===== src/rtl/pipe_stage_skid.sv =====
`default_nettype none
// ============================================================================
// pipe_stage_skid : falling-edge inter-stage latch, valid/ready, 2-entry skid,
//                   flush, NOP bubble output and exception-to-IR rewrite.
// Revision: 1.0
// ============================================================================
module pipe_stage_skid #(
   parameter int               IR_W       = 32,
   parameter int               DATA_W     = 32,
   parameter int               NUM_OPS    = 3,
   parameter logic [IR_W-1:0]  NOP_IR     = '0,
   parameter logic [4:0]       EXC_OPCODE = 5'b10101
) (
   input  logic                      clock,
   input  logic                      reset,
   input  logic                      flush,
   input  logic                      in_valid,
   output logic                      in_ready,
   input  logic [IR_W-1:0]           in_ir,
   input  logic [NUM_OPS*DATA_W-1:0] in_data,
   input  logic [DATA_W-1:0]         in_exc,
   output logic                      out_valid,
   input  logic                      out_ready,
   output logic [IR_W-1:0]           out_ir,
   output logic [NUM_OPS*DATA_W-1:0] out_data,
   output logic [1:0]                occupancy
);

   localparam int PW = NUM_OPS * DATA_W;
   localparam int EW = IR_W - 5;

   typedef enum logic [1:0] {
      EMPTY = 2'd0,
      ONE   = 2'd1,
      FULL  = 2'd2
   } state_t;

   state_t          state;
   logic [IR_W-1:0] head_ir;
   logic [PW-1:0]   head_data;
   logic [IR_W-1:0] skid_ir;
   logic [PW-1:0]   skid_data;
   logic            ready_q;

   logic [EW-1:0]   exc_field;
   logic [IR_W-1:0] store_ir;
   logic            push;
   logic            pop;

   generate
      if (IR_W < 6 || NUM_OPS < 1) begin : g_width_check
         $error("pipe_stage_skid: IR_W must be >= 6 and NUM_OPS >= 1");
      end
      if (DATA_W >= EW) begin : g_exc_trunc
         assign exc_field = in_exc[EW-1:0];
      end else begin : g_exc_ext
         assign exc_field = {{(EW-DATA_W){1'b0}}, in_exc};
      end
   endgenerate

   // Rewrite is applied before the entry is stored, so head and skid see the same IR.
   assign store_ir  = (|in_exc) ? {EXC_OPCODE, exc_field} : in_ir;
   assign push      = in_valid & ready_q;
   assign pop       = out_valid & out_ready;

   assign in_ready  = ready_q;
   assign out_valid = (state != EMPTY);
   assign out_ir    = head_ir;
   assign out_data  = head_data;
   assign occupancy = state;

   always_ff @(negedge clock or negedge reset) begin
      if (!reset) begin
         state     <= EMPTY;
         ready_q   <= 1'b1;
         head_ir   <= NOP_IR;
         head_data <= '0;
         skid_ir   <= NOP_IR;
         skid_data <= '0;
      end else if (flush) begin
         state     <= EMPTY;
         ready_q   <= 1'b1;
         head_ir   <= NOP_IR;
         head_data <= '0;
         skid_ir   <= NOP_IR;
         skid_data <= '0;
      end else begin
         case (state)
            EMPTY: begin
               if (push) begin
                  state     <= ONE;
                  head_ir   <= store_ir;
                  head_data <= in_data;
               end
            end
            ONE: begin
               if (push && !pop) begin
                  state     <= FULL;
                  ready_q   <= 1'b0;
                  skid_ir   <= store_ir;
                  skid_data <= in_data;
               end else if (push && pop) begin
                  head_ir   <= store_ir;
                  head_data <= in_data;
               end else if (pop) begin
                  // Head is cleared so an empty stage presents a bubble directly.
                  state     <= EMPTY;
                  head_ir   <= NOP_IR;
                  head_data <= '0;
               end
            end
            FULL: begin
               if (pop) begin
                  state     <= ONE;
                  ready_q   <= 1'b1;
                  head_ir   <= skid_ir;
                  head_data <= skid_data;
                  skid_ir   <= NOP_IR;
                  skid_data <= '0;
               end
            end
            default: begin
               state   <= EMPTY;
               ready_q <= 1'b1;
            end
         endcase
      end
   end

endmodule
`default_nettype wire


===== config.mk =====
export PLATFORM = sky130hd
export DESIGN_NAME = pipe_stage_skid
export DESIGN_NICKNAME = d
export VERILOG_FILES = /design/src/rtl/pipe_stage_skid.sv
export SDC_FILE = /design/constraint.sdc
export NUM_CORES = 1
export LEC_CHECK = 0
export ABC_AREA = 1
export BUFFER_PORTS_ARGS = -buffer_cell sky130_fd_sc_hd__buf_2
export CAP_MARGIN = 20
export CORE_MARGIN = 4
export CORE_UTILIZATION = 40
export CTS_BUF_LIST = sky130_fd_sc_hd__clkbuf_2
export DETAILED_ROUTE_END_ITERATION = 6
export GPL_TIMING_DRIVEN = 0
export PLACE_DENSITY = 0.67
export SLEW_MARGIN = 20
export SYNTH_ARGS = -nofsm -noshare
export SYNTH_HDL_FRONTEND = slang
export SYNTH_SLANG_ARGS = --single-unit

===== constraint.sdc =====
create_clock -name clock -period 4.33 [get_ports clock]
set_input_delay 0.866 -clock clock [delete_from_list [all_inputs] [get_ports clock]]
set_output_delay 0.866 -clock clock [all_outputs]
set_load 0.02 [all_outputs]

==> qor.csv, run 1 <==
stage,metric,value,unit
run_status,outcome,"complete, but fails checks",
run_status,violations,setup timing,
final_layout,nNetsFinal,1997,
final_layout,area_growth,35.5,%
floorplanning,start_util,40.9,%
synthesis,avgSynthCellArea,8.64,sq um
clock_network,holdBufCountCts,0,
worst_setup_path,cp_max_fo,2,
grt,grt_pass1_vias,11300,
synthesis,synth_seq_cells,259,
grt,grt_max_degree,95,
grt,grt-ovfl-total,0,
clock_network,numClockSinks,259,
final_layout,mostFrequentLayoutCells,"nand2_1 (325), inv_1 (265), dfrtn_1 (258), buf_2 (215), buf_6 (137)",
worst_setup_path,critPathKind,register to primary output,
synthesis,synthesis.area,0.0118,sq mm
min_path,worstHoldPathCells,2,
clock_network,clk_pin_slew,60,ps
final_layout,final_common_cell,nand2_1,
clock_network,clk_path_buf_depth,3,
sta,setup_ws,-213,ps
clock_network,cts_tree,built,
drt,ant_nets,0,
synthesis,synth_warnings,0,
floorplanning,ioPinCount,297,
drt,drt_wl_total,36700,um
worst_setup_path,cpMaxStageDelayCell,dfrtn_1,
drt,viasPerCell,4.86,
worst_setup_path,reg2reg_depth,11,
power_and_ir_drop,p_per_area,705,mW/mm^2
final_layout,layout-drive-gt1-share,30.9,%
floorplanning,coreArea,0.0289,sq mm
floorplanning,fp.dieArea,0.0324,sq mm
min_path,hp-start,out_ir[15]$_DFFE_NN0P_,
worst_setup_path,r2r-start,occupancy[0]$_DFFE_NN0P_,
sta,slew_viol_final,0,
drt,first_pass_iters,5,
clock_network,clock_latency,720,ps
floorplanning,fp-row-count,62,
worst_setup_path,end_kind,primary output,
sta,worstMarginPinSlew,750,ps
min_path,hp-class,register to register,
sta,fin_skew,87.6,ps
floorplanning,die_y,180,um
worst_setup_path,startpoint_type,register,
drt,via_count,11000,
synthesis,ys_types,27,
grt,grtUsageTotal,22.1,%
place,routabilityCongestion,0.822,
floorplanning,die_w,180,um
worst_setup_path,crit_chain,inv_2 > ha_4 > inv_2 > buf_6,
sta,setup_viol,4,
drt,drtIter0Drc,565,
place,place_ws,-697,ps
power_and_ir_drop,p_leak,8.70,nW
sta,whs,452,ps
worst_setup_path,max_stage_delay,430,ps
place,place_hpwl,25300,um
min_path,worstHoldEndpoint,out_ir[15]$_DFFE_NN0P_,
worst_setup_path,cp.required,3460,ps
clock_network,numCtsBuffers,73,
flow_run,cap_violations,0,
sta,slew-limit-headroom,50.0,%
drt,drc,0,
worst_setup_path,crit_top_cell,inv_2,
sta,grt_setup_unrepaired,yes,
worst_setup_path,critPathArrivalTime,3680,ps
clock_network,cts_max_level,3,
grt,antenna_found_initial,7,
sta,hold_viol,0,
grt,grt_pass1_wl,59000,um
drt,post_drt_wl_per_cell,16.2,um
worst_setup_path,r2r_end,skid_data[90]$_DFFE_NN0P_,
power_and_ir_drop,ir_drop,0.378,mV
synthesis,ys_seq_area_share,54.8,%
clock_network,root_buffer,clkbuf_2,
place,portBuffers,296,
synthesis,synth_nets,1539,
worst_setup_path,regToRegSetupSlack,1950,ps
synthesis,syn_inst,1370,
## report_power, final
part / internal, mW / leakage [nW] / switching, mW
clock: 0.844 / 0.528 / 1.03
combinational: 2.38 / 4.76 / 2.94
sequential: 3.46 / 3.40 / 0.641
total: 6.69 / 8.70 / 4.61
## layer usage
layer,wire length [um],GRT usage (%),vias up
met2,17400,35.4,370
li1,-,-,5396
met3,2860,7.34,80
met4,938,7.28,8
met5,43,0,-
met1,15500,28.4,5155
## cells in the mapped netlist
library cell	n	area, sq um
o21bai_1	28	210
dfrtn_1	258	6460
buf_6	6	67.6
dfstp_2	1	26.3
buf_2	52	260
ha_1	4	50.1
o211ai_1	1	7.51
buf_1	2	7.51
o21ai_4	1	16.3
o21ai_1	31	155
nor2_2	1	6.26
inv_1	268	1010
nor2_1	22	82.6
o21ai_0	74	370
inv_2	3	11.3
clkbuf_1	22	82.6
nor2_4	2	22.5
nand3_1	32	160
nand2_1	325	1220
buf_4	6	45.0
a22oi_1	96	721
inv_4	1	6.26
nor3_1	1	5.00
and3_1	1	6.26
o22ai_1	128	801
nand2_2	3	18.8
o21ai_2	1	8.76
## cells by family after synthesis
group / after synthesis / share of synthesized area (%)
AOI/OAI and AO/OA: 360 / 19.4
adders and majority gates: 4 / 0.423
buffers and inverters: 360 / 12.6
DFF: 259 / 54.8
and+or+nand+nor: 387 / 12.9
## stage by stage
stage | instances | power (mW) | area, sq um | setup TNS, ps | util [%]
floorplan | 1370 | 6.57 | 11800 | 0 | -
global placement | 2050 | 8.06 | 13800 | -1225960 | 47.7
detailed placement | 2052 | 8.16 | 13900 | -103310 | 47.9
CTS | 2226 | 11.2 | 15700 | -6710 | 54.4
global route | 2266 | 12.1 | 16000 | -8320 | 55.4
finish | 2266 | 11.3 | 16000 | -398 | 55.4
## layout make-up
type | count | area [sq um]
Tap cell | 384 | 480
Sequential cell | 259 | 6480
Buffer | 88 | 464
Antenna cell | 3 | 7.51
Fill cell | 2665 | 12900
Clock inverter | 18 | 153
Inverter | 271 | 1020
Timing Repair Buffer | 383 | 3010
Clock buffer | 109 | 546
Multi-Input combinational cell | 751 | 3870
## sequential cells by signal, summed over array words and instances, names as in the netlist
signal	cells
skid_ir	32
out_data	96
in_ready	1
occupancy	2
skid_data	96
out_ir	32
## worst max-delay path, delay by kind of cell, from the launching register on
| kind | cells | cell delay (ps) |
|---|---|---|
| flops | 1 | 430 |
| buf+inv | 3 | 260 |
| fa+ha+maj | 1 | 170 |
## how the worst max path moves through the flow
stage                                         from                   endpoint  slack [ps]  depth (start not counted)
final                     occupancy[0]$_DFFE_NN0P_                  out_valid        -210                          4
after detailed placement                 out_ready  skid_data[90]$_DFFE_NN0P_        -700                          9
after global routing      occupancy[0]$_DFFE_NN0P_                  out_valid        -360                          4
after CTS                 occupancy[1]$_DFFE_NN0P_                  out_valid        -310                          4
after global placement                       reset  skid_data[22]$_DFFE_NN0P_       -4380                          1
after floorplan                          in_exc[6]     out_ir[16]$_DFFE_NN0P_         150                         11
## repair_timing
item,CTS,global route
resized for setup,268,3
buffers inserted,48,37
endpoints found under the setup margin,132,204
pin swaps,1,1
(Power assumes the default switching activity.)
==> inputs of run 2 (changes only) <==
- CTS_BUF_LIST: sky130_fd_sc_hd__clkbuf_2 -> sky130_fd_sc_hd__clkbuf_4
==> qor.csv, run 2 (synthesis gave the netlist of run 1 again) <==
stage,metric,value,unit,change
floorplanning,start_util,40.9,%,unchanged
flow_run,cap_violations,0,,unchanged
grt,grt_pass1_vias,11000,,-2.4%
worst_setup_path,reg2reg_depth,11,,unchanged
sta,fin_skew,63.5,ps,-24.2 ps
worst_setup_path,cp.required,3460,ps,about the same
grt,grt-ovfl-total,0,,unchanged
clock_network,cts_max_level,3,,unchanged
sta,slew-limit-headroom,50.9,%,+0.89 points
power_and_ir_drop,ir_drop,0.401,mV,+6.0%
sta,finalSetupTns,-132,ps,+266 ps
grt,gr-usage-met2,34.5,%,-0.89 points
worst_setup_path,end_kind,primary output,,
sta,slew_viol_final,0,,unchanged
grt,antenna_found_initial,7,,unchanged
worst_setup_path,startpoint_type,register,,
floorplanning,ioPinCount,297,,unchanged
grt,use_met1,27.7,%,-0.75 points
clock_network,clk_pin_slew,40,ps,-20 ps
worst_setup_path,r2r_end,skid_data[90]$_DFFE_NN0P_,,
drt,first_pass_iters,5,,unchanged
final_layout,multi_input_area,0.00387,sq mm,unchanged
grt,grt_pass1_wl,57800,um,-2.1%
worst_setup_path,regToRegSetupSlack,1920,ps,-30 ps
sta,worstMarginPinSlew,736,ps,-13.3 ps
worst_setup_path,critPathArrivalTime,3600,ps,-80 ps
drt,post_drt_wl_per_cell,16.3,um,+0.33%
final_layout,nNetsFinal,1920,,-3.9%
worst_setup_path,critPathKind,register to primary output,,
clock_network,clk_path_buf_depth,3,,unchanged
min_path,worstHoldPathCells,2,,unchanged
drt,via_count,10600,,-3.3%
sta,grt_setup_unrepaired,yes,,
power_and_ir_drop,p_sw_share,41.4,%,+0.54 points
worst_setup_path,cp-startpoint,occupancy[0]$_DFFE_NN0P_,,
clock_network,holdBufCountCts,0,,unchanged
grt,grt-busiest-layer,met2,,
power_and_ir_drop,p_int,6.18,mW,-7.6%
final_layout,seqCellArea,0.00648,sq mm,unchanged
min_path,worstHoldEndpoint,out_ir[14]$_DFFE_NN0P_,,
run_status,violations,setup timing,,
clock_network,cts_tree,built,,
power_and_ir_drop,p_sw,4.36,mW,-5.5%
floorplanning,die_w,180,um,unchanged
sta,setup_ws,-132,ps,+81.0 ps
drt,ant_nets,0,,unchanged
clock_network,clock_latency,630,ps,-90 ps
worst_setup_path,cp_max_fo,2,,unchanged
place,place_ws,-697,ps,unchanged
drt,drc,0,,unchanged
drt,drt_wl_total,35600,um,-3.0%
power_and_ir_drop,p_per_area,706,mW/mm^2,+0.12%
clock_network,numCtsBuffers,73,,unchanged
final_layout,fillers,2789,,+4.7%
place,portBuffers,296,,unchanged
run_status,outcome,"complete, but fails checks",,
clock_network,numClockSinks,259,,unchanged
final_layout,area_growth,26.2,%,
grt,gr-usage-met3,7.15,%,-0.18 points
worst_setup_path,r2r-start,occupancy[0]$_DFFE_NN0P_,,
power_and_ir_drop,clockPowerShare,22.3,%,+5.7 points
min_path,hp-start,out_ir[14]$_DFFE_NN0P_,,
place,routabilityCongestion,0.822,,unchanged
floorplanning,coreArea,0.0289,sq mm,unchanged
grt,grtUsageTotal,21.6,%,-0.46 points
final_layout,final_common_cell,buf_2,,
floorplanning,fp.dieArea,0.0324,sq mm,unchanged
final_layout,layout-drive-gt1-share,28.0,%,-3.0 points
sta,hold_viol,0,,unchanged
sta,setup_viol,1,,-3
place,place_hpwl,25300,um,unchanged
grt,grt_max_degree,95,,unchanged
clock_network,root_buffer,clkbuf_4,,
power_and_ir_drop,seqPwrFrac,37.8,%,+1.5 points
power_and_ir_drop,p_comb_share,39.9,%,-7.2 points
power_and_ir_drop,p_leak,8.21,nW,-5.6%
min_path,hp-class,register to register,,
drt,drtIter0Drc,631,,+12%
drt,viasPerCell,4.86,,about the same
floorplanning,die_y,180,um,unchanged
floorplanning,fp-row-count,62,,unchanged
final_layout,mostFrequentLayoutCells,"buf_2 (343), nand2_1 (325), inv_1 (265), dfrtn_1 (258), o22ai_1 (128)",,
-- run 2: changes by cell type in the layout (fill, tap and decap cells not counted) --
cell and change:
buf_2 +128, buf_6 -127, clkbuf_2 -109, clkbuf_4 +109, buf_4 -78, diode_2 +1
-- run 2: layer usage --
| layer | up-vias | part of all wire (%) |
|---|---|---|
| met4 | 8 | 2.6 |
| li1 | 5242 | - |
| met5 | - | 0.11 |
| met2 | 355 | 46 |
| met3 | 73 | 7.9 |
| met1 | 4970 | 43 |
-- run 2: timing repair --
item                       in CTS  in global routing
setup endpoints to repair      48                  4
pin swaps                       1                  1
gates resized for setup        14                  0
gates cloned                    0                  0
setup buffers                   6                  2
-- run 2: how the worst max path moves through the flow --
stage                                      endpoint  slack [ps]  depth (start not counted)
after floorplan              out_ir[16]$_DFFE_NN0P_         150                         11
after global placement    skid_data[22]$_DFFE_NN0P_       -4380                          1
after detailed placement  skid_data[90]$_DFFE_NN0P_        -700                          9
after CTS                                 out_valid        -170                          4
after global routing                      out_valid        -230                          4
final                                     out_valid        -130                          4
-- run 2: through the flow --
stage               utilization (%)  cells  instance area, sq um  hold slack [ps]  total power, mW
detailed placement             47.9   2052                 13900              424             8.16
global placement               47.7   2050                 13800              419             8.06
finish                         51.6   2190                 14900              421             10.5
CTS                            51.5   2184                 14900              427             10.7
floorplan                         -   1370                 11800              483             6.57
global route                   51.6   2189                 14900              440             11.3
-- run 2: final cells by class --
class                      count  area share, %
sequential                   259           43.4
multi-input combinational    751           25.9
timing repair buffer         306           10.9
inverter                     271           6.83
clock buffer                 109           5.48
tap                          384           3.22
buffer                        88           3.11
clock inverter                18           1.02
antenna                        4         0.0670
-- run 2: worst max-delay path, stage by stage, from the launching register on --
cell	delay (ps)
dfrtn_1	430
inv_2	70
ha_4	170
inv_2	70
buf_6	120
-- run 2: power groups by stage --
stage               logic [mW]  registers (mW)  clock network [mW]
detailed placement        4.15            4.01             0.00289
finish                    4.20            3.98                2.35
CTS                       4.24            3.98                2.44
global route              4.65            4.09                2.58
global placement          4.09            3.97             0.00289
floorplan                 1.95            4.62             0.00289
